<file path="src/rtl/fetch_unit_pkg.sv">
// Shared types for the fetch stage: FSM encoding, default widths, FIFO entry layout.
// Optional feature macro: FETCH_ALIGN_CHECK_EN (see fetch_unit.sv).
package fetch_unit_pkg;

   localparam int ADDR_W_DEF = 32;
   localparam int DATA_W_DEF = 32;

   typedef enum logic [1:0] {
      FETCH_ST_IDLE,
      FETCH_ST_REQ,
      FETCH_ST_WAIT,
      FETCH_ST_DRAIN
   } fetch_state_e;

   typedef struct packed {
      logic [DATA_W_DEF-1:0] instr;
      logic [ADDR_W_DEF-1:0] pc;
      logic                  fault;
   } fetch_entry_t;

endpackage

</file>
<file path="src/rtl/fetch_unit_if.sv">
// Instruction-memory and decode-side handshakes of the fetch stage.
// master = fetch unit, slave = memory/decode environment.
interface fetch_unit_if
   import fetch_unit_pkg::*;
#(
   parameter int ADDR_W = ADDR_W_DEF,
   parameter int DATA_W = DATA_W_DEF
);

   logic              imem_req_valid;
   logic              imem_req_ready;
   logic [ADDR_W-1:0] imem_addr;
   logic              imem_rsp_valid;
   logic [DATA_W-1:0] imem_rdata;
   logic              instr_valid;
   logic              instr_ready;
   logic [DATA_W-1:0] instr;
   logic [ADDR_W-1:0] instr_pc;

   modport master (
      output imem_req_valid, imem_addr, instr_valid, instr, instr_pc,
      input  imem_req_ready, imem_rsp_valid, imem_rdata, instr_ready
   );

   modport slave (
      input  imem_req_valid, imem_addr, instr_valid, instr, instr_pc,
      output imem_req_ready, imem_rsp_valid, imem_rdata, instr_ready
   );

endinterface

</file>
<file path="src/rtl/fetch_unit_fifo.sv">
// Synchronous FIFO between memory responses and decode; clear empties it in one edge.
// The head output holds its last shown value while the FIFO is empty.
module fetch_fifo
   import fetch_unit_pkg::*;
#(
   parameter int  DEPTH   = 2,
   parameter type entry_t = fetch_entry_t
) (
   input  logic                       clk,
   input  logic                       rst,
   input  logic                       clear_i,
   input  logic                       push_i,
   input  entry_t                     push_data_i,
   input  logic                       pop_i,
   output entry_t                     head_o,
   output logic [$clog2(DEPTH+1)-1:0] count_o,
   output logic                       full_o,
   output logic                       empty_o
);

   localparam int PTR_W = $clog2(DEPTH);
   localparam int CNT_W = $clog2(DEPTH + 1);

   entry_t             mem_q [DEPTH];
   entry_t             last_q;
   logic [PTR_W-1:0]   wr_ptr_q, rd_ptr_q;
   logic [CNT_W-1:0]   count_q;
   logic               do_pop;

   assign empty_o = (count_q == '0);
   assign full_o  = (count_q == CNT_W'(DEPTH));
   assign count_o = count_q;
   assign do_pop  = pop_i && !empty_o;
   assign head_o  = empty_o ? last_q : mem_q[rd_ptr_q];

   always_ff @(posedge clk) begin
      // NOTE: all sequential state uses non-blocking assignments so every register sees pre-edge values.
      if (!rst) begin
         wr_ptr_q <= '0;
         rd_ptr_q <= '0;
         count_q  <= '0;
         last_q   <= '0;
      end else begin
         last_q <= head_o;
         if (clear_i) begin
            wr_ptr_q <= '0;
            rd_ptr_q <= '0;
            count_q  <= '0;
         end else begin
            if (push_i) wr_ptr_q <= wr_ptr_q + PTR_W'(1);
            if (do_pop) rd_ptr_q <= rd_ptr_q + PTR_W'(1);
            case ({push_i, do_pop})
               2'b10:   count_q <= count_q + CNT_W'(1);
               2'b01:   count_q <= count_q - CNT_W'(1);
               default: count_q <= count_q;
            endcase
         end
      end
   end

   // NOTE: the storage array is deliberately not reset; count_q alone decides which slots are meaningful.
   always_ff @(posedge clk) begin
      if (push_i && !clear_i) mem_q[wr_ptr_q] <= push_data_i;
   end

endmodule

</file>
<file path="src/rtl/fetch_unit.sv">
// Fetch stage: issues one imem read per word, buffers responses toward decode, handles redirect flush.
// Optional macro FETCH_ALIGN_CHECK_EN adds fetch_fault for misaligned pc.
module fetch_unit
   import fetch_unit_pkg::*;
#(
   parameter int FIFO_DEPTH = 2,
   parameter int ADDR_W     = ADDR_W_DEF,
   parameter int DATA_W     = DATA_W_DEF
) (
   input  logic              clk,
   input  logic              rst,
   input  logic [ADDR_W-1:0] pc,
   output logic              pc_update,
   input  logic              flush,
   fetch_unit_if.master      bus
`ifdef FETCH_ALIGN_CHECK_EN
   ,
   output logic              fetch_fault
`endif
);

   localparam int CNT_W = $clog2(FIFO_DEPTH + 1);
   localparam logic [CNT_W:0] DEPTH_V = (CNT_W + 1)'(FIFO_DEPTH);

   typedef struct packed {
      logic [DATA_W-1:0] instr;
      logic [ADDR_W-1:0] pc;
`ifdef FETCH_ALIGN_CHECK_EN
      logic              fault;
`endif
   } entry_t;

   fetch_state_e      state_q, state_d;
   logic [ADDR_W-1:0] req_pc_q, req_pc_d;
   logic              push, pop, fifo_full, fifo_empty;
   logic [CNT_W-1:0]  fifo_count;
   entry_t            push_entry, head;
   logic              outstanding, slot_free, fault_push, req_block;
   logic [CNT_W:0]    in_flight;

   // A slot is reserved for every outstanding read so a response can never find the FIFO full.
   assign outstanding = (state_q == FETCH_ST_WAIT) || (state_q == FETCH_ST_DRAIN);
   assign in_flight   = {1'b0, fifo_count} + (CNT_W + 1)'(outstanding);
   assign slot_free   = in_flight < DEPTH_V;
   assign pop         = bus.instr_valid && bus.instr_ready;

   assign bus.imem_addr   = (state_q == FETCH_ST_REQ) ? pc : '0;
   assign bus.instr_valid = !fifo_empty;
   assign bus.instr       = head.instr;
   assign bus.instr_pc    = head.pc;

`ifdef FETCH_ALIGN_CHECK_EN
   logic stall_q;
   logic misaligned;

   assign misaligned  = (pc[1:0] != 2'b00);
   assign fault_push  = (state_q == FETCH_ST_REQ) && misaligned && !stall_q && slot_free && !flush;
   assign req_block   = misaligned || stall_q;
   assign fetch_fault = bus.instr_valid && head.fault;

   always_ff @(posedge clk) begin
      if (!rst || flush) stall_q <= 1'b0;
      else if (fault_push) stall_q <= 1'b1;
   end
`else
   assign fault_push = 1'b0;
   assign req_block  = 1'b0;
`endif

   always_comb begin
      // NOTE: every output of this block gets a default first, so no path can infer a latch.
      state_d            = state_q;
      req_pc_d           = req_pc_q;
      bus.imem_req_valid = 1'b0;
      pc_update          = 1'b0;
      push               = 1'b0;
      push_entry         = '0;
      case (state_q)
         FETCH_ST_IDLE: state_d = FETCH_ST_REQ;
         FETCH_ST_REQ: begin
            bus.imem_req_valid = slot_free && !flush && !req_block;
            if (fault_push) begin
               push          = 1'b1;
               push_entry.pc = pc;
`ifdef FETCH_ALIGN_CHECK_EN
               push_entry.fault = 1'b1;
`endif
            end
            if (bus.imem_req_valid && bus.imem_req_ready) begin
               pc_update = 1'b1;
               req_pc_d  = pc;
               state_d   = FETCH_ST_WAIT;
            end
         end
         FETCH_ST_WAIT: begin
            if (bus.imem_rsp_valid) begin
               push             = !flush;
               push_entry.instr = bus.imem_rdata;
               push_entry.pc    = req_pc_q;
               state_d          = FETCH_ST_REQ;
            end else if (flush) begin
               state_d = FETCH_ST_DRAIN;
            end
         end
         FETCH_ST_DRAIN: if (bus.imem_rsp_valid) state_d = FETCH_ST_REQ;
         default: state_d = FETCH_ST_IDLE;
      endcase
   end

   always_ff @(posedge clk) begin
      if (!rst) begin
         state_q  <= FETCH_ST_IDLE;
         req_pc_q <= '0;
      end else begin
         state_q  <= state_d;
         req_pc_q <= req_pc_d;
      end
   end

   always_ff @(posedge clk) begin
      if (rst) assert (!(push && fifo_full && !pop));
   end

   fetch_fifo #(
      .DEPTH   (FIFO_DEPTH),
      .entry_t (entry_t)
   ) u_fifo (
      .clk         (clk),
      .rst         (rst),
      .clear_i     (flush),
      .push_i      (push),
      .push_data_i (push_entry),
      .pop_i       (pop),
      .head_o      (head),
      .count_o     (fifo_count),
      .full_o      (fifo_full),
      .empty_o     (fifo_empty)
   );

endmodule

</file>
<file path="src/flat_wrapper.sv">
// flat-port wrapper written by rule: the top's interface ports become plain ports
module fetch_unit_flat import fetch_unit_pkg::*;
#(
   parameter int FIFO_DEPTH = 2,
   parameter int ADDR_W     = ADDR_W_DEF,
   parameter int DATA_W     = DATA_W_DEF
)
  (clk, rst, pc, pc_update, flush, bus_imem_req_valid, bus_imem_addr, bus_instr_valid, bus_instr, bus_instr_pc, bus_imem_req_ready, bus_imem_rsp_valid, bus_imem_rdata, bus_instr_ready);
  fetch_unit_if #(.ADDR_W(ADDR_W), .DATA_W(DATA_W)) bus_i ();
  input  logic clk;
  input  logic rst;
  input  logic [ADDR_W-1:0] pc;
  output logic pc_update;
  input  logic flush;
  output wire logic [$bits(bus_i.imem_req_valid)-1:0] bus_imem_req_valid;
  output wire logic [$bits(bus_i.imem_addr)-1:0] bus_imem_addr;
  output wire logic [$bits(bus_i.instr_valid)-1:0] bus_instr_valid;
  output wire logic [$bits(bus_i.instr)-1:0] bus_instr;
  output wire logic [$bits(bus_i.instr_pc)-1:0] bus_instr_pc;
  input wire logic [$bits(bus_i.imem_req_ready)-1:0] bus_imem_req_ready;
  input wire logic [$bits(bus_i.imem_rsp_valid)-1:0] bus_imem_rsp_valid;
  input wire logic [$bits(bus_i.imem_rdata)-1:0] bus_imem_rdata;
  input wire logic [$bits(bus_i.instr_ready)-1:0] bus_instr_ready;
  assign bus_imem_req_valid = bus_i.imem_req_valid;
  assign bus_imem_addr = bus_i.imem_addr;
  assign bus_instr_valid = bus_i.instr_valid;
  assign bus_instr = bus_i.instr;
  assign bus_instr_pc = bus_i.instr_pc;
  assign bus_i.imem_req_ready = bus_imem_req_ready;
  assign bus_i.imem_rsp_valid = bus_imem_rsp_valid;
  assign bus_i.imem_rdata = bus_imem_rdata;
  assign bus_i.instr_ready = bus_instr_ready;
  fetch_unit #(.FIFO_DEPTH(FIFO_DEPTH), .ADDR_W(ADDR_W), .DATA_W(DATA_W)) u_core (.clk(clk), .rst(rst), .pc(pc), .pc_update(pc_update), .flush(flush), .bus(bus_i));
endmodule
</file>
<file path="config.mk">
export PLATFORM = sky130hd
export DESIGN_NAME = fetch_unit_flat
export DESIGN_NICKNAME = d
export VERILOG_FILES = /design/src/rtl/fetch_unit_pkg.sv /design/src/rtl/fetch_unit_if.sv /design/src/rtl/fetch_unit_fifo.sv /design/src/rtl/fetch_unit.sv /design/src/flat_wrapper.sv
export SDC_FILE = /design/constraint.sdc
export NUM_CORES = 1
export LEC_CHECK = 0
export CAP_MARGIN = 20
export CORE_ASPECT_RATIO = 1.1
export CORE_MARGIN = 2
export CORE_UTILIZATION = 35
export CTS_CLUSTER_DIAMETER = 60
export CTS_CLUSTER_SIZE = 14
export DETAILED_ROUTE_END_ITERATION = 8
export HOLD_SLACK_MARGIN = 0.02
export SYNTH_ARGS = -nofsm -noshare
export SYNTH_HDL_FRONTEND = slang
export SYNTH_SLANG_ARGS = --single-unit
export TNS_END_PERCENT = 50
</file>
<file path="constraint.sdc">
create_clock -name clk -period 4.8 [get_ports clk]
set_clock_uncertainty 0.15 [all_clocks]
set_input_delay 0.72 -clock clk [delete_from_list [all_inputs] [get_ports clk]]
set_output_delay 0.72 -clock clk [all_outputs]
set_load 0.02 [all_outputs]
</file>
Word level (Yosys, flattened, before mapping)
Memories as Yosys holds them, arrays and structs flattened. A register that Yosys moved wholly into a read port is not among the register bits.
Index checks and enable logic that the tools add are counted.
W data, S select, Z words.
{"block": "classes", "add_sub_neg": 5, "magnitude_cmp": 1, "eq_ne": 8, "muxes": 20, "bitwise": 1, "reduce_logical": 14}
{"op": "$mux W64", "n": 2}
{"op": "$mux W32", "n": 3}
{"op": "$mux W1", "n": 9}
{"op": "$mux W2", "n": 4}
{"op": "$pmux W2 S4", "n": 1}
{"op": "$eq A2 B2 Y1 const B", "n": 3}
{"op": "$logic_and A1 B1 Y1", "n": 5}
{"op": "$eq A2 B1 Y1 const B", "n": 2}
{"op": "$logic_not A2 Y1", "n": 2}
{"op": "$ne A2 B2 Y1 const B", "n": 2}
{"op": "$pmux W2 S2", "n": 1}
{"op": "$add A2 B1 Y3", "n": 1}
{"op": "$lt A3 B2 Y1 const B", "n": 1}
{"op": "$ne A3 B3 Y1 const B", "n": 1}
{"op": "$reduce_and A3 Y1", "n": 1}
{"op": "$add A1 B1 Y1 const B", "n": 2}
{"op": "$add A2 B1 Y2 const B", "n": 1}
{"op": "$logic_not A1 Y1", "n": 2}
{"op": "$reduce_and A2 Y1", "n": 1}
{"op": "$reduce_bool A2 Y1", "n": 1}
{"op": "$reduce_or A2 Y1", "n": 1}
{"op": "$sub A2 B1 Y2 const B", "n": 1}
{"op": "$logic_or A1 B1 Y1", "n": 1}
{"op": "$not A1 Y1", "n": 1}
{"block": "word_totals", "regBits": 102, "ram_bits": 128, "inputBits": 70, "out_inout_bits": 99, "wordCells": 57, "memories": 1}
{"memory": "u_core.u_fifo.mem_q", "depth": 2, "width": 64, "rd": 1, "rd_clocked_by_memory_dff": 1, "wr": 1, "line_no": "fetch_unit_fifo.sv:24", "rtl": "entry_t mem_q [DEPTH];"}

Longest topological paths before layout
Gate-level depths: netlist of the first run.
{"block": "logic_depth", "depth_word": 8, "depth_mapped": 9, "mapped_depth_nobuf": 7}

Modules after synthesis
From an unflattened synthesis of the first run, not the netlist that was laid out.
{"block": "unflattened", "hier_cells": 859, "area_unflattened_um2": 10291.1}
{"module": "fetch_fifo", "n_inst": 1, "cells_each": 574, "area_each_um2": 7967.6, "seq_area_each_um2": 5225.0}
{"module": "fetch_unit", "n_inst": 1, "cells_each": 285, "area_each_um2": 2323.5, "seq_area_each_um2": 680.7}

Least setup slack after synthesis of the first run
No wires, ideal clock.
{"block": "synth_timing", "kind": "input -> register", "startpoint": "input bus_imem_rsp_valid", "endpoint": "memory u_core.u_fifo.mem_q[0][0] (netlist bit) (enable)", "setup_time_ps": 487, "t_arrival_ps": 3793, "t_required_ps": 4163, "setup_slack_ps": 370, "stages": 3, "n_path_buf": 1, "path_cell_list": "clkbuf_1 nand3_1 nor2_1"}
{"block": "synth_via", "elab_chain_len": 5}
{"item": "start: declaration", "line_no": "flat_wrapper.sv:21", "rtl": "input wire logic [$bits(bus_i.imem_rsp_valid)-1:0] bus_imem_rsp_valid;"}
{"item": "$mux W1", "line_no": "fetch_unit.sv:96", "rtl": "if (bus.imem_rsp_valid) begin"}
{"item": "$mux W1"}
{"item": "$logic_and A1 B1 Y1", "line_no": "fetch_unit_fifo.sv:63", "rtl": "if (push_i && !clear_i) mem_q[wr_ptr_q] <= push_data_i;"}
{"item": "$mux W1", "line_no": "fetch_unit_fifo.sv:63"}
{"item": "$mux W1 (not written as such)", "line_no": "fetch_unit_fifo.sv:63"}
{"item": "end: declaration", "line_no": "fetch_unit_fifo.sv:24"}
No other way between the ends.

==> key figures, run 1 <==
Outcome
  • Status: completed

Clock tree
  • Post-CTS Repair Setup Buffers: 0
  • Hold Buf Count CTS: 0
  • Worst skew pair latency: slightly below 0.5 ns
  • CTS tree: yes
  • Clk sinks: 231
  • Htree depth: 1
  • Root Buffer: clkbuf_16
  • Num CTS Buffers: 21
  • CTS clk-pin slew, worst paths: around 0.07 ns
  • Post-CTS sizing: 0
  • Clk buf depth: 3

Layout
  • Layout cells sized above 1: 5.86%
  • Filler instances: ~2.5k
  • P&R area growth vs syn: 28.2%
  • Final nets: about 1k
  • Layout Utilization: 45.4%

Yosys
  • Synth area leaders: edfxtp_1, dfxtp_1, mux2i_1
  • Seq/Total Area, Yosys: 64.3%
  • Post-synth EDFFs: roughly 130
  • Yosys reg bits: roughly 230
  • Cell taking the most area after synthesis: edfxtp_1
  • Async SR Flop Fraction: 0%
  • Netlist cell types: 31
  • Syn Area/Cell: ~12 um2
  • Ys Warns: 0
  • Synth Cell Area: approximately 9200 um2
  • Top_reg_cell synth: edfxtp_1
  • Commonest cells post-synth: edfxtp_1, dfxtp_1, nand2_1, and2_1, o21ai_0
  • Most numerous cell in the Yosys netlist: edfxtp_1
  • Syn Nets: between 800 and 900
  • Yosys top cell area share: about two fifths
  • Synth Instances: 785

Global routing
  • Global-route wire length before repair: between 30000 and 40000 um
  • Most used routing layer: met2
  • Initial antenna violation count: 2
  • Grt total ovfl: 0
  • Grt met2 use: around 23%
  • Overall routing resource usage: between 10 and 15%
  • Largest net degree at the start of global routing: 129
  • M3 GR Usage: 2.63%
  • Met1 GRT Util: 18.8%
  • Vias in the first global route: just under 6k

Detailed routing
  • Via density: 4.53
  • Drt pass-1 iters: 4
  • Final antenna-violating net count: 0
  • Iteration-0 DRC Markers: approximately 240
  • Post-Route WL: 19400 um
  • Routed length per placed instance: approximately 15 um
  • Via count: between 5k and 6k
  • DRC viols: 0

Timing
  • Slew headroom: a little under two fifths
  • Fmax: approximately 270 MHz
  • Final hold violation count: 0
  • Final-report setup violation count: 0
  • Sum Neg Setup Slack: 0 ns
  • Tightest Pin Transition: approximately 0.94 ns
  • Slew Viols, Final: 0
  • RSZ-0062 raised after global routing: false
  • Tcrit/Tclk final: about three quarters
  • Final Critical Period: around 3.6 ns

Setup path
  • Crit end category: output pin
  • Startpoint types: flip-flop
  • Arr. time, crit path: ~2.8 ns
  • Max Fanout on Critical Path: 47
  • Reg2reg end: u_core.u_fifo.mem_q[0][8]
  • Worst-path cell chain: buf_4, mux2i_1, o21ai_0, clkdlybuf4s50_1
  • CP max-delay cell: dfxtp_4
  • R2R Path Start: u_core.state_q[0]
  • Worst endpoint required time: slightly below 4 ns
  • Crit path largest cell delay: approximately 0.95 ns
  • R2R depth: 5
  • Worst setup path class: reg -> out
  • R2R Setup Slk: 2.21 ns

Floorplanning
  • Die area: 27500 um2
  • Initial Util: 35.4%
  • # rows: 62
  • Die span in y: roughly 170 um
  • Die Wd: 158 um
  • Ports: ~170
  • Core Region: roughly 26000 um2

Pwr
  • PD cells: 371 nW/um2
  • Leak Pwr: 4.14 nW
  • Peak VDD IR: 0.199 mV

Hold path
  • Hold Crit Class: reg -> reg
  • Min-delay src: u_core.req_pc_q[26]
  • Worst Hold Depth: 2
  • Hold path endpoint: u_core.req_pc_q[26]

Place
  • HPWL Detailed: between 10000 and 15000 um
  • Port Buf Inserts: 168
  • Routability-driven placement congestion ratio: 0.691

Flow run
  • MaxCap Viol Count: 0
## metal layers
layer	wire length, um	part of all wire, %	vias up
li1	-	-	3019
met1	8950	46	2657
met2	8840	46	150
met3	1170	6.0	31
met4	416	2.1	2
met5	13	0.067	-
## stage by stage
step | setup slack (ns) | cells | cell area [um2] | hold slack, ns | total power [mW]
3_5_place_dp | 1.63 | 1254 | 11100 | 0.303 | 2.84
3_3_place_gp | 1.60 | 1253 | 11100 | 0.295 | 2.81
6_report | 1.16 | 1292 | 11800 | 0.314 | 4.37
2_1_floorplan | 0.370 | 785 | 9180 | 0.285 | 2.52
4_1_cts | 1.09 | 1291 | 11800 | 0.318 | 4.44
5_1_grt | 0.969 | 1291 | 11800 | 0.338 | 4.56
## cell type report
class                   count  area, um2  area share (%)
clock buffers              34        574            4.88
repair buffers            178       1790            15.2
inverters                   7       26.3           0.223
diodes                      1       2.50          0.0213
well taps                 352        440            3.74
flip-flops and latches    231       5910            50.2
multi-input cells         486       2970            25.2
clock inverters             3       53.8           0.457
## power breakdown
part / leakage [nW] / switching, mW / internal, mW
combinational: 1.85 / 0.346 / 0.307
clock: 0.295 / 0.703 / 0.878
sequential: 2.00 / 0.0198 / 2.12
## cell families after synthesis
group                      synth area share, %
and+or+nand+nor                           17.7
DFF                                       64.3
AOI/OAI and AO/OA                         6.11
buffers and inverters                     3.56
muxes                                     7.20
adders and majority gates                0.682
xor gates and xnor gates                 0.382
## flip-flops by register name, indices dropped and copies added (netlist names), named ones only
| name | count |
|---|---|
| u_core.u_fifo.last_q | 64 |
| u_core.u_fifo.mem_q | 128 |
| u_core.u_fifo.rd_ptr_q | 1 |
| u_core.u_fifo.wr_ptr_q | 1 |
| u_core.req_pc_q | 32 |
| u_core.u_fifo.count_o | 2 |
| u_core.state_q | 2 |
## cells in the final DEF (no fill, tap or decap), types with 2 or more instances in the layout
cell	n
a21oi_1	2
and2_1	96
and3_1	65
buf_12	2
buf_4	8
clkbuf_1	13
clkbuf_16	21
clkdlybuf4s50_1	166
dfxtp_1	102
edfxtp_1	128
ha_1	4
inv_1	6
mux2i_1	66
nand2_1	101
nand3_1	33
nor2_1	5
nor2_4	3
o21ai_0	82
o21ai_1	6
o21ai_2	10
xnor2_1	3
## how the worst max path moves through the flow
| stage | from | slack [ns] | to |
|---|---|---|---|
| after detailed placement | flip-flop | 1.63 | bus_instr_pc[3] |
| after global placement | u_core.state_q[0] | 1.60 | pc_update |
| final | flip-flop | 1.16 | bus_instr_pc[6] |
| after global routing | flip-flop | 0.97 | bus_instr[20] |
| after CTS | flip-flop | 1.09 | bus_instr_pc[3] |
| after floorplan | bus_imem_rsp_valid | 0.37 | u_core.u_fifo.mem_q[0][0] |
## worst max-delay path, delay by kind of cell (launching register included)
family / cells / cell delay (ns)
buffers and inverters: 2 / 1.01
muxes: 1 / 0.10
DFF: 1 / 0.95
AOI/OAI and AO/OA: 1 / 0.19
Power figures use the tool's default switching activity.
==> run 2: changes to the inputs <==
- clock period: 4.8 -> 3.36 ns (I/O delays scaled with it)
==> run 2 against run 1 <==
Critical endpoint is now bus_instr[8]. Highest routed layer is now met4. Largest power group unchanged. Non-clock buffer count is 6 higher. Sequential share of layout area decreased by 0.40 points. Worst setup slack worse by 0.93 ns. Final cell count grew 0.46%. Critical path type unchanged. Global-route usage barely moved.
==> key figures, run 2 (synthesis gave the netlist of run 1 again) <==
Detailed routing
  • Drt pass-1 iters: 4 (unchanged)
  • Iteration-0 DRC Markers: 256 (+6.2%)
  • Final antenna-violating net count: 0 (unchanged)
  • Post-Route WL: 19400 um (+0.22%)
  • Routed length per placed instance: 15.0 um (-0.25%)
  • Via count: 5931 (+1.2%)
  • Via density: 4.57 (+0.76%)
  • DRC viols: 0 (unchanged)

Layout
  • Most common cell after layout, fill and taps aside: clkdlybuf4s50_1
  • Design area: 11900 um2 (+0.80%)
  • Final nets: 1006 (+0.60%)
  • Number of flip-flops under the largest register name: 128 (unchanged)
  • Biggest register: u_core.u_fifo.mem_q
  • Layout cells sized above 1: 6.77% (+0.92 points)
  • Layout Utilization: 45.8% (+0.36 points)
  • Biggest regs: u_core.u_fifo.mem_q: 128 flops, u_core.u_fifo.last_q: 64 flops, u_core.req_pc_q: 32 flops
  • Most frequent cells in the layout: clkdlybuf4s50_1, edfxtp_1, dfxtp_1
  • P&R area growth vs syn: 29.3%

Timing
  • Final-report setup violation count: 0 (unchanged)
  • RSZ-0062 raised after global routing: false
  • Tightest Pin Transition: 0.679 ns (-0.261 ns)
  • Fmax: around 320 MHz
  • Tcrit/Tclk final: between 90% and 100%
  • Slew headroom: 54.7% (+17 points)
  • Slew Viols, Final: 0 (unchanged)
  • Final Critical Period: between 3 and 4 ns
  • Final hold violation count: 0 (unchanged)

Setup path
  • Startpoint types: flip-flop
  • Crit path launch: u_core.u_fifo.count_o[1]
  • R2R Path Start: u_core.state_q[0]
  • Worst endpoint required time: 2.71 ns (-1.22 ns)
  • Crit end category: output pin
  • Worst setup path class: reg -> out
  • Arr. time, crit path: 2.48 ns (-0.29 ns)
  • Max Fanout on Critical Path: 42 (-11%)

Flow run
  • MaxCap Viol Count: 0 (unchanged)

Clock tree
  • Num CTS Buffers: 21 (unchanged)
  • CTS tree: yes
  • Worst skew pair latency: 0.49 ns (about the same)
  • Clk sinks: 231 (unchanged)
  • Hold Buf Count CTS: 0 (unchanged)
  • Clk buf depth: 3 (unchanged)
  • CTS clk-pin slew, worst paths: 0.06 ns (about the same)
  • Root Buffer: clkbuf_16
  • Htree depth: 1 (unchanged)

Floorplanning
  • Core Region: 25900 um2 (unchanged)
  • Ports: 169 (unchanged)
  • Die Wd: 158 um (unchanged)
  • Die area: 27500 um2 (unchanged)
  • Initial Util: 35.4% (unchanged)
  • # rows: 62 (unchanged)
  • Die span in y: 174 um (unchanged)

Place
  • HPWL Detailed: 11800 um (+4.2%)
  • Port Buf Inserts: 168 (unchanged)
  • Routability-driven placement congestion ratio: 0.694 (+0.41%)
  • Placed cell area: 11200 um2 (+0.56%)

Outcome
  • Status: completed

Global routing
  • Largest net degree at the start of global routing: 69 (-47%)
  • Grt total ovfl: 0 (unchanged)
  • Global-route wire length before repair: 30300 um (-0.81%)
  • Vias in the first global route: 5677 (-1.9%)
  • Initial antenna violation count: 1 (-1)
  • Overall routing resource usage: 13.9% (-0.039 points)

Hold path
  • Hold Crit Class: reg -> reg
  • Min-delay src: u_core.req_pc_q[21]

Pwr
  • PD cells: 530 nW/um2 (+43%)
  • Leak Pwr: 4.20 nW (+1.3%)
  • Peak VDD IR: 0.298 mV (+50%)
-- run 2: changes by cell type in the layout (fill, tap and decap cells not counted), sizes merged --
cell,delta
clkinv,-1
clkinvlp,-1
buf,+6
inv,+1
clkbuf,+1
-- run 2: per-layer routing --
metal | vias to the layer above | global-route usage, % | part of all wire (%)
met1 | 2740 | 19.1 | 47
li1 | 3029 | - | -
met2 | 139 | 22.9 | 46
met3 | 23 | 2.78 | 5.8
met5 | - | 0 | 0
met4 | 0 | 2.97 | 1.4
-- run 2: power breakdown --
group / total [mW] / internal, mW / switching, mW
Sequential: 3.05 / 3.02 / 0.0286
Combinational: 0.918 / 0.422 / 0.496
Clock: 2.32 / 1.33 / 0.984
Total: 6.29 / 4.78 / 1.51
-- run 2: per-stage QoR --
step	total power, mW	setup TNS, ns	setup WS [ns]	std cells	hold WS [ns]
6_report	6.29	0	0.227	1298	0.314
3_3_place_gp	4.04	0	0.723	1260	0.295
4_1_cts	6.39	0	0.155	1297	0.319
5_1_grt	6.56	0	0.00424	1297	0.329
2_1_floorplan	3.60	-124.30	-0.971	785	0.285
3_5_place_dp	4.04	0	0.681	1260	0.304
-- run 2: cell type report --
type / count / area [um2]
multi-input combinational: 486 / 2970
clock buffer: 35 / 618
clock inverter: 2 / 41.3
fill: 2422 / 14000
inverter: 7 / 26.3
antenna: 1 / 2.50
tap: 352 / 440
sequential: 231 / 5910
timing repair buffer: 184 / 1860
-- run 2: worst max-delay path, stage by stage (launching register included) --
cell	delay, ns
dfxtp_1	0.36
nor2_4	0.28
buf_4	0.29
buf_12	0.23
nand2_1	0.07
o21ai_0	0.10
clkdlybuf4s50_1	0.65
-- run 2: worst paths after layout --
kind	to	slack (ns)	depth (start not counted)
worst max-delay path	bus_instr[8]	0.23	6
worst min-delay path	u_core.req_pc_q[21]	0.31	2
worst max register to register	u_core.u_fifo.count_o[1]	0.73	7
worst min register to register	u_core.req_pc_q[21]	0.31	2
-- run 2: repair_timing --
item,CTS,global route
endpoints found under the hold margin,0,0
resized for setup,0,0
setup buffers,0,0
setup endpoints to repair,0,3
==> run 3: changes to the inputs <==
- CTS_BUF_LIST: not set -> sky130_fd_sc_hd__clkbuf_2
- CTS_CLUSTER_SIZE: 14 -> not set
==> run 3 against run 2 <==
Combinational power is essentially flat. Total power fell by 7.7%. Final area decreased by 0.38%. Non-clock buffer count is 5 higher. Worst hold slack lost 0.18 ns. Register-to-register slack about the same. Final cell count is 6.1% higher. Critical path type unchanged. Largest cell class unchanged. Highest routed layer unchanged.
==> key figures, run 3 (synthesis gave the netlist of run 1 again) <==
Hold path
  • Min-delay src: rst
  • Hold path endpoint: u_core.req_pc_q[13]
  • Hold Crit Class: in -> reg
  • Worst Hold Depth: 3 (+1)

Clock tree
  • Root Buffer: clkbuf_2
  • Hold Buf Count CTS: 0 (unchanged)
  • Clk buf depth: 3 (unchanged)
  • Num CTS Buffers: 59 (+180%)
  • Worst skew pair latency: 0.78 ns (+0.29 ns)
  • Clk sinks: 231 (unchanged)
  • CTS clk-pin slew, worst paths: 0.11 ns (+0.05 ns)
  • CTS tree: yes
  • Htree depth: 2 (+1)

Layout
  • Post-route insts no fill: 1377 (+6.1%)
  • Number of flip-flops under the largest register name: 128 (unchanged)
  • Most common cell after layout, fill and taps aside: clkdlybuf4s50_1
  • Biggest register: u_core.u_fifo.mem_q
  • Biggest regs: u_core.u_fifo.mem_q: 128 flops, u_core.u_fifo.last_q: 64 flops, u_core.req_pc_q: 32 flops
  • P&R area growth vs syn: 28.8%
  • Filler instances: 2496 (+3.1%)
  • Design area: 11800 um2 (-0.38%)
  • Layout Utilization: 45.6% (-0.17 points)
  • Most frequent cells in the layout: clkdlybuf4s50_1, edfxtp_1, dfxtp_1
  • Layout cells sized above 1: 13.5% (+6.7 points)
  • Final nets: 1049 (+4.3%)

Setup path
  • Arr. time, crit path: 2.51 ns (+0.03 ns)
  • Max Fanout on Critical Path: 16 (-62%)
  • R2R Setup Slk: 0.74 ns (about the same)
  • Worst-path cell chain: nor2_4, buf_6, o21ai_0, clkdlybuf4s50_1
  • Crit end category: output pin
  • R2R depth: 7 (unchanged)
  • Crit path largest cell delay: 0.67 ns (+0.02 ns)
  • Startpoint types: flip-flop
  • R2R Path Start: u_core.state_q[0]
  • Worst path bufs/invs: 2 (-1)
  • CP top delay family: buffers and inverters
  • Worst setup path class: reg -> out
  • Worst endpoint required time: 2.71 ns (about the same)
  • Reg2reg end: u_core.u_fifo.count_o[1]
  • CP max-delay cell: clkdlybuf4s50_1

Pwr
  • Leak Pwr: 4.72 nW (+12%)
  • PD cells: 491 nW/um2 (-7.4%)
  • Peak VDD IR: 0.257 mV (-14%)

Global routing
  • Vias in the first global route: 6107 (+7.6%)
  • Overall routing resource usage: 14.5% (+0.57 points)
  • Initial antenna violation count: 2 (+1)
  • Global-route wire length before repair: 31300 um (+3.3%)
  • Grt total ovfl: 0 (unchanged)
  • Largest net degree at the start of global routing: 69 (unchanged)

Detailed routing
  • Via count: 6262 (+5.6%)
  • Routed length per placed instance: 14.6 um (-2.3%)
  • Final antenna-violating net count: 0 (unchanged)
  • Drt pass-1 iters: 4 (unchanged)
  • Post-Route WL: 20100 um (+3.6%)
  • Via density: 4.55 (-0.48%)
  • Iteration-0 DRC Markers: 262 (+2.3%)
  • DRC viols: 0 (unchanged)

Floorplanning
  • Die span in y: 174 um (unchanged)
  • # rows: 62 (unchanged)
  • Initial Util: 35.4% (unchanged)
  • Die area: 27500 um2 (unchanged)
  • Die Wd: 158 um (unchanged)
  • Ports: 169 (unchanged)
  • Core Region: 25900 um2 (unchanged)

Place
  • Port Buf Inserts: 168 (unchanged)
  • HPWL Detailed: 11800 um (unchanged)
  • Placed cell area: 11200 um2 (unchanged)
  • Routability-driven placement congestion ratio: 0.694 (unchanged)
  • Dpl cells: 1260 (unchanged)

Timing
  • Fmax: 316 MHz (-1.0%)
  • RSZ-0062 raised after global routing: true
  • Final Critical Period: 3.17 ns (+0.0331 ns)
  • Slew Viols, Final: 0 (unchanged)
  • Final-report setup violation count: 0 (unchanged)
  • WHS: 0.130 ns (-0.184 ns)
  • Tcrit/Tclk final: 94.2% (+0.99 points)
  • Slew headroom: 54.5% (-0.20 points)
  • Final hold violation count: 0 (unchanged)
  • Tightest Pin Transition: 0.682 ns (+0.00293 ns)

Outcome
  • Status: completed

Flow run
  • MaxCap Viol Count: 0 (unchanged)
## run 3: changes by cell type in the layout (fill, tap and decap cells not counted), moves of 3 or more
cell             previous run  this run
clkbuf_2                    0        90
clkdlybuf4s50_1           166       134
clkbuf_16                  21         0
dlymetal6s2s_1              0        17
dlygate4sd2_1               0        15
clkinv_1                    0        14
clkbuf_1                   10         0
clkinv_2                    0         5
clkbuf_8                    4         0
buf_6                       0         3
## run 3: repair_timing
item | 4_1_cts | 5_1_grt
gates resized for setup | 16 | 20
pin swaps | 1 | 0
setup buffers | 5 | 0
endpoints found under the setup margin | 58 | 28
## run 3: metal layers
layer / wire length [um] / global-route usage (%) / up-vias / share of wire (%)
met5: 0 / 0 / - / 0
met4: 448 / 5.41 / 0 / 2.2
met3: 1320 / 3.93 / 40 / 6.5
met2: 9290 / 23.5 / 191 / 46
met1: 9080 / 18.5 / 2863 / 45
li1: - / - / 3168 / -
## run 3: stage by stage
| stage | worst slack, ns | setup TNS [ns] | total power, mW |
|---|---|---|---|
| floorplan | -0.971 | -124.30 | 3.60 |
| global placement | 0.723 | 0 | 4.04 |
| detailed placement | 0.681 | 0 | 4.04 |
| CTS | 0.000781 | 0 | 5.92 |
| global route | -0.0420 | -0.0420 | 6.11 |
| finish | 0.194 | 0 | 5.80 |
## run 3: how the worst max path moves through the flow
stage          slack, ns                        end                      from  cells after the start
2_1_floorplan      -0.97  u_core.u_fifo.mem_q[0][0]         u_core.state_q[0]                      5
4_1_cts           0.0008               bus_instr[9]  u_core.u_fifo.count_o[1]                      6
3_3_place_gp        0.72                  pc_update                     flush                      5
6_report            0.19           bus_instr_pc[12]  u_core.u_fifo.count_o[0]                      4
3_5_place_dp        0.68   u_core.u_fifo.count_o[1]         u_core.state_q[0]                      7
5_1_grt            -0.04                  pc_update         u_core.state_q[0]                      6
## run 3: final cells by class
| cell class | count | area (um2) | area share [%] |
|---|---|---|---|
| sequential | 231 | 5910 | 50.0 |
| multi-input combinational | 486 | 2970 | 25.1 |
| timing repair buffer | 189 | 1940 | 16.4 |
| clock buffer | 90 | 450 | 3.81 |
| tap | 352 | 440 | 3.73 |
| clock inverter | 20 | 81.3 | 0.688 |
| inverter | 7 | 26.3 | 0.222 |
| antenna | 2 | 5.00 | 0.0424 |
## run 3: report_power, final
part / total (mW) / leakage [nW] / internal, mW / switching [mW]
Sequential: 3.05 / 2.00 / 3.02 / 0.0280
Clock: 1.83 / 0.420 / 0.717 / 1.12
Combinational: 0.917 / 2.30 / 0.420 / 0.496
## run 3: worst reg2reg max path, cell delays in order (launching register included)
cell     delay (ns)
dfxtp_1        0.36
inv_1          0.07
ha_2           0.17
buf_4          0.53
nand3_1        0.37
ha_1           0.42
or3_1          0.37
a21oi_1        0.13
